<file path="config.mk">
export PLATFORM = sky130hd
export DESIGN_NAME = readpoly_fsm
export DESIGN_NICKNAME = d
export VERILOG_FILES = /design/src/rtl/readpoly_fsm.sv
export SDC_FILE = /design/constraint.sdc
export NUM_CORES = 1
export LEC_CHECK = 0
export BUFFER_PORTS_ARGS = -buffer_cell sky130_fd_sc_hd__clkbuf_2
export CAP_MARGIN = 20
export CORE_MARGIN = 1.5
export CORE_UTILIZATION = 30
export DETAILED_ROUTE_END_ITERATION = 10
export GPL_TIMING_DRIVEN = 0
export PLACE_DENSITY = 0.58
export SYNTH_ARGS = -nofsm -noshare
export SYNTH_HDL_FRONTEND = slang
export SYNTH_SLANG_ARGS = --single-unit
</file>
<file path="constraint.sdc">
create_clock -name clk -period 3.7 [get_ports clk]
set_clock_uncertainty 0.2 [all_clocks]
set_input_delay 0.185 -clock clk [delete_from_list [all_inputs] [get_ports clk]]
set_output_delay 0.185 -clock clk [all_outputs]
set_load 0.05 [all_outputs]
</file>
<file path="src/rtl/readpoly_fsm.sv">
// ---------------------------------------------------------------------------
// readpoly_fsm
//
// Read-side controller for the polynomial coefficient RAM. A start request
// reads coefficients 0..len-1 from the RAM and streams them out over a
// valid/ready interface. A small FIFO (RD_LAT+2 entries) absorbs the RAM read
// latency and downstream back-pressure. Reads are only issued while the FIFO
// has room for every read still in flight, so the FIFO cannot overflow.
//
// Ports:
//   clk, rst_n       clock, asynchronous active-low reset
//   start, len       start a read-out of len coefficients (sampled in IDLE)
//   busy             high whenever the controller is not idle
//   mem_re, mem_addr RAM read request (combinational from registered state)
//   mem_rdata        RAM read data, valid RD_LAT cycles after mem_re
//   out_valid, out_ready, out_data, out_last   output stream
//   done             one-cycle pulse at the end of a read-out
// ---------------------------------------------------------------------------
module readpoly_fsm #(
    parameter int ADDR_W = 11,
    parameter int DATA_W = 13,
    parameter int RD_LAT = 1
) (
    input  logic              clk,
    input  logic              rst_n,
    input  logic              start,
    input  logic [ADDR_W-1:0] len,
    output logic              busy,
    output logic              mem_re,
    output logic [ADDR_W-1:0] mem_addr,
    input  logic [DATA_W-1:0] mem_rdata,
    output logic              out_valid,
    input  logic              out_ready,
    output logic [DATA_W-1:0] out_data,
    output logic              out_last,
    output logic              done
);

    localparam int DEPTH = RD_LAT + 2;
    localparam int PW    = $clog2(DEPTH);
    // Wide enough to hold fifo count + inflight without overflow.
    localparam int CW    = $clog2(2 * DEPTH + 1);

    typedef enum logic [1:0] {
        S_IDLE  = 2'd0,
        S_READ  = 2'd1,
        S_DRAIN = 2'd2,
        S_DONE  = 2'd3
    } state_t;

    state_t            state_q;
    logic [ADDR_W-1:0] rd_cnt_q;
    logic [ADDR_W-1:0] out_cnt_q;
    logic [ADDR_W-1:0] len_q;

    // Bit i set: a read was issued i+1 cycles ago; the top bit marks the
    // cycle in which its data is present on mem_rdata.
    logic [RD_LAT-1:0] re_pipe_q, re_pipe_d;

    logic [DATA_W-1:0] fifo_mem_q [DEPTH];
    logic [PW-1:0]     wr_ptr_q, wr_ptr_d;
    logic [PW-1:0]     rd_ptr_q, rd_ptr_d;
    logic [CW-1:0]     fifo_cnt_q, fifo_cnt_d;
    logic [CW-1:0]     inflight;
    logic              push;
    logic              pop;

    function automatic logic [PW-1:0] ptr_inc(input logic [PW-1:0] p);
        return (p == PW'(DEPTH - 1)) ? '0 : p + PW'(1);
    endfunction

    always_comb begin
        inflight = '0;
        for (int i = 0; i < RD_LAT; i++) begin
            inflight = inflight + CW'(re_pipe_q[i]);
        end
    end

    // Credit check: fifo entries plus reads in flight never exceed DEPTH.
    assign mem_re    = (state_q == S_READ) && (rd_cnt_q < len_q) &&
                       ((fifo_cnt_q + inflight) < CW'(DEPTH));
    assign mem_addr  = rd_cnt_q;
    assign push      = re_pipe_q[RD_LAT-1];
    assign out_valid = (fifo_cnt_q != '0);
    assign out_data  = fifo_mem_q[rd_ptr_q];
    assign pop       = out_valid && out_ready;
    assign out_last  = out_valid && (out_cnt_q == (len_q - ADDR_W'(1)));
    assign busy      = (state_q != S_IDLE);
    assign done      = (state_q == S_DONE);

    always_comb begin
        re_pipe_d    = re_pipe_q << 1;
        re_pipe_d[0] = mem_re;
        wr_ptr_d     = push ? ptr_inc(wr_ptr_q) : wr_ptr_q;
        rd_ptr_d     = pop  ? ptr_inc(rd_ptr_q) : rd_ptr_q;
        fifo_cnt_d   = fifo_cnt_q;
        case ({push, pop})
            2'b10:   fifo_cnt_d = fifo_cnt_q + CW'(1);
            2'b01:   fifo_cnt_d = fifo_cnt_q - CW'(1);
            default: fifo_cnt_d = fifo_cnt_q;
        endcase
    end

    // Read pipeline tracking and FIFO control
    always_ff @(posedge clk or negedge rst_n) begin
        if (!rst_n) begin
            re_pipe_q  <= '0;
            wr_ptr_q   <= '0;
            rd_ptr_q   <= '0;
            fifo_cnt_q <= '0;
        end else begin
            re_pipe_q  <= re_pipe_d;
            wr_ptr_q   <= wr_ptr_d;
            rd_ptr_q   <= rd_ptr_d;
            fifo_cnt_q <= fifo_cnt_d;
        end
    end

    // FIFO storage carries data only, so it is not reset.
    always_ff @(posedge clk) begin
        if (push) begin
            fifo_mem_q[wr_ptr_q] <= mem_rdata;
        end
    end

    // Control FSM
    always_ff @(posedge clk or negedge rst_n) begin
        if (!rst_n) begin
            state_q   <= S_IDLE;
            rd_cnt_q  <= '0;
            out_cnt_q <= '0;
            len_q     <= '0;
        end else begin
            case (state_q)
                S_IDLE: begin
                    if (start) begin
                        if (len != '0) begin
                            len_q     <= len;
                            rd_cnt_q  <= '0;
                            out_cnt_q <= '0;
                            state_q   <= S_READ;
                        end else begin
                            state_q <= S_DONE;
                        end
                    end
                end
                S_READ: begin
                    if (mem_re) begin
                        rd_cnt_q <= rd_cnt_q + ADDR_W'(1);
                    end
                    if (pop) begin
                        out_cnt_q <= out_cnt_q + ADDR_W'(1);
                    end
                    if (rd_cnt_q == len_q) begin
                        state_q <= S_DRAIN;
                    end
                end
                S_DRAIN: begin
                    if (pop) begin
                        out_cnt_q <= out_cnt_q + ADDR_W'(1);
                        if (out_last) begin
                            state_q <= S_DONE;
                        end
                    end
                end
                S_DONE: begin
                    state_q <= S_IDLE;
                end
                default: begin
                    state_q <= S_IDLE;
                end
            endcase
        end
    end

endmodule

</file>
==> out/metrics.cfg <==
[global_route]
grt_start_max_net_pins = 23
grt_overflow_total = 0
grtUsageMet2_pct = 23.6
gr-usage-met1_pct = 18.0
grt_pass1_wl_mm = 16.1
use_met3_pct = 4.37
grt_pass1_vias = 3298
grt_antenna_before_repair = 0
grt.busiest_layer = met2
grtUsageTotal_pct = 14.5

[layout]
fin_area_um2 = 5310
area_growth_pct = 27.3
fillers = 1319
finalNonFillerCells = 665
layout_common_cells = clkbuf_2, nand2_1, dfrtp_1
layout.nets = 535
final_common_cell = clkbuf_2
drive_gt1_share_pct = 18.2
diodes = 0

[placed_design]
pre_cts_slack_ps = 828
place_congestion = 0.826
portBuffers = 56
dp_hpwl_mm = 7.00
place_area_um2 = 4740
dp_cells = 624

[synth]
synth.avg_cell_area_um2 = 10.7
synth_edf_count = 39
synth_top_area_share_pct = 28.1
yosys.area.top_type = edfxtp_1
seq_area_frac_synth_pct = 53.9
syn_inst = 388
synthFlopType = dfrtp_1
syn_nets = 438
synthTopCellsByArea = edfxtp_1, dfrtp_1, ha_1
synth-seq-cells = 82
ys_warn_count = 0
async_flop_share_pct = 52.4
synth_area_um2 = 4170
ys_types = 50

[worst_setup_path]
crit_type = register to primary output
crit_fanout = 7
critPathBufInv = 2
setup.worst_path.end_class = primary output
critPathSlowestCell = dfrtp_1
critPathLaunchType = register
cpPeakStageDelay_ps = 500
cp_top_family = simple AND/OR/NAND/NOR gates
required_ps = 3310
cp_cell_sequence = inv_1 > ha_1 > nor2b_1 > or3_1 > a31o_1 > nor4_1 > clkbuf_2
arrival_ps = 2590

[routing]
drc_errors = 0
ant_nets = 0
drt-vias-per-instance = 4.82
first_pass_iters = 4
avgRoutedWirePerCell_um = 14.5
dr.first_iter.drc_count = 130
dr_total_vias = 3208
totalWireLength_mm = 9.65

[sta]
slew_viol_final = 0
hold_ws_ps = 76.2
rsz0062_at_grt = no
clock.fmax_ghz = 0.337
hold_viol_final = 0
relSlewSlack_pct = 30.1
min_period_over_period_pct = 80.3
setup_ws_ps = 728
fin_setup_tns_ps = 0
worst_pin_slew_ps = 1040
setup_viol = 0
fin_crit_ps = 2970

[status]
status = completed

[floorplan]
die_w_um = 121
io_pins = 57
row_count = 42
die_y_um = 121
initial_core_util_pct = 31.1
core_area_um2 = 13400
die_area_um2 = 14600

[clock_network]
cts_root_buf = clkbuf_16
cts.repair.resized = 0
numCtsBuffers = 9
htreeDepth = 3
clk-insertion-delay-late_ps = 340
clk_path_buf_depth = 2
path_clk_slew_ps = 70
clock_sinks = 82
cts_tree = built

[power]
vdd_drop_max_mv = 0.298
leakage_nw = 2.29
power_per_cell_area_nw_per_um2 = 766

[job]
drv_cap = 0

[hold_path]
worstHoldPathType = input port to register

==> cell usage after synthesis (2+ instances only) <==
cell type	instances
mux2i_1	14
nand4_1	6
a21o_1	3
o31ai_1	2
nor2_1	17
a2111oi_0	2
o21a_1	3
xnor2_1	11
o21ai_0	38
nor2b_1	3
or3_1	10
nand3_1	13
nor3_1	13
xor2_1	14
ha_1	21
nor4_1	4
nand2_1	51
a21oi_1	14
clkbuf_1	6
and3_1	8
edfxtp_1	39
inv_1	24
dfrtp_1	43
o211ai_1	2
nand2b_1	2
==> routing by layer <==
| metal | wire (µm) | vias up |
|---|---|---|
| li1 | - | 1604 |
| met1 | 4530 | 1507 |
| met2 | 4420 | 82 |
| met3 | 480 | 15 |
| met4 | 223 | 0 |
| met5 | 0 | - |
==> timing repair <==
action,in CTS,in global routing
hold buffers,25,0
hold endpoints to repair,71,0
buffers inserted,0,0
==> flip-flops by register name, indices dropped and copies added (netlist names) <==
register,cells
rd_ptr_q,2
fifo_mem_q,39
state_q,2
push,1
mem_addr,11
len_q,11
wr_ptr_q,2
out_cnt_q,11
fifo_cnt_q,3
==> cell type report <==
cell class / count / area, µm² / area share (%)
repair buffers: 86 / 593 / 11.2
inverters: 24 / 90.1 / 1.70
well taps: 176 / 220 / 4.15
clock buffers: 9 / 225 / 4.24
clock inverters: 6 / 91.3 / 1.72
multi-input cells: 275 / 1820 / 34.2
flip-flops and latches: 82 / 2250 / 42.3
plain buffers: 7 / 26.3 / 0.495
==> worst register-to-register path, cell delays in order (launching register included) <==
cell,delay (ps)
dfrtp_1,420
ha_1,220
ha_1,190
xor2_1,140
a2111oi_0,490
o211a_1,260
o22a_2,190
nand3_1,180
or3_1,370
a21oi_1,160
==> through the flow <==
| step | utilization (%) | total power, mW |
|---|---|---|
| after global routing | 39.6 | 4.35 |
| after detailed placement | 35.4 | 3.11 |
| final | 39.6 | 4.07 |
| after CTS | 39.6 | 4.11 |
| after global placement | 34.8 | 3.04 |
| after floorplan | - | 2.64 |
==> where the power goes <==
group	internal, mW	switching [mW]	total, mW
clock network	0.590	0.366	0.956
logic	0.591	1.18	1.77
registers	1.15	0.184	1.34
total	2.33	1.73	4.07
==> worst paths after layout <==
check,startpoint,to,depth (start not counted),slack [ps]
worst min register to register,fifo_cnt_q[2],fifo_cnt_q[2],1,300
worst max register to register,fifo_cnt_q[0],mem_addr[6],9,810
min in group asynchronous,rst_n,len_q[6],2,200
worst max-delay path,len_q[0],out_last,7,730
worst min-delay path,start,state_q[1],3,80
max in group asynchronous,rst_n,out_cnt_q[0],3,2560
==> kinds of logic after synthesis <==
group | count (synthesis) | synth area share (%)
buf+inv | 31 | 2.79
fa+ha+maj | 22 | 6.78
xor+xnor | 25 | 5.25
compound gates | 76 | 11.3
mux | 14 | 3.36
simple gates | 138 | 16.6
flops | 82 | 53.9
Note: power is estimated with default switching activity, not from simulation.
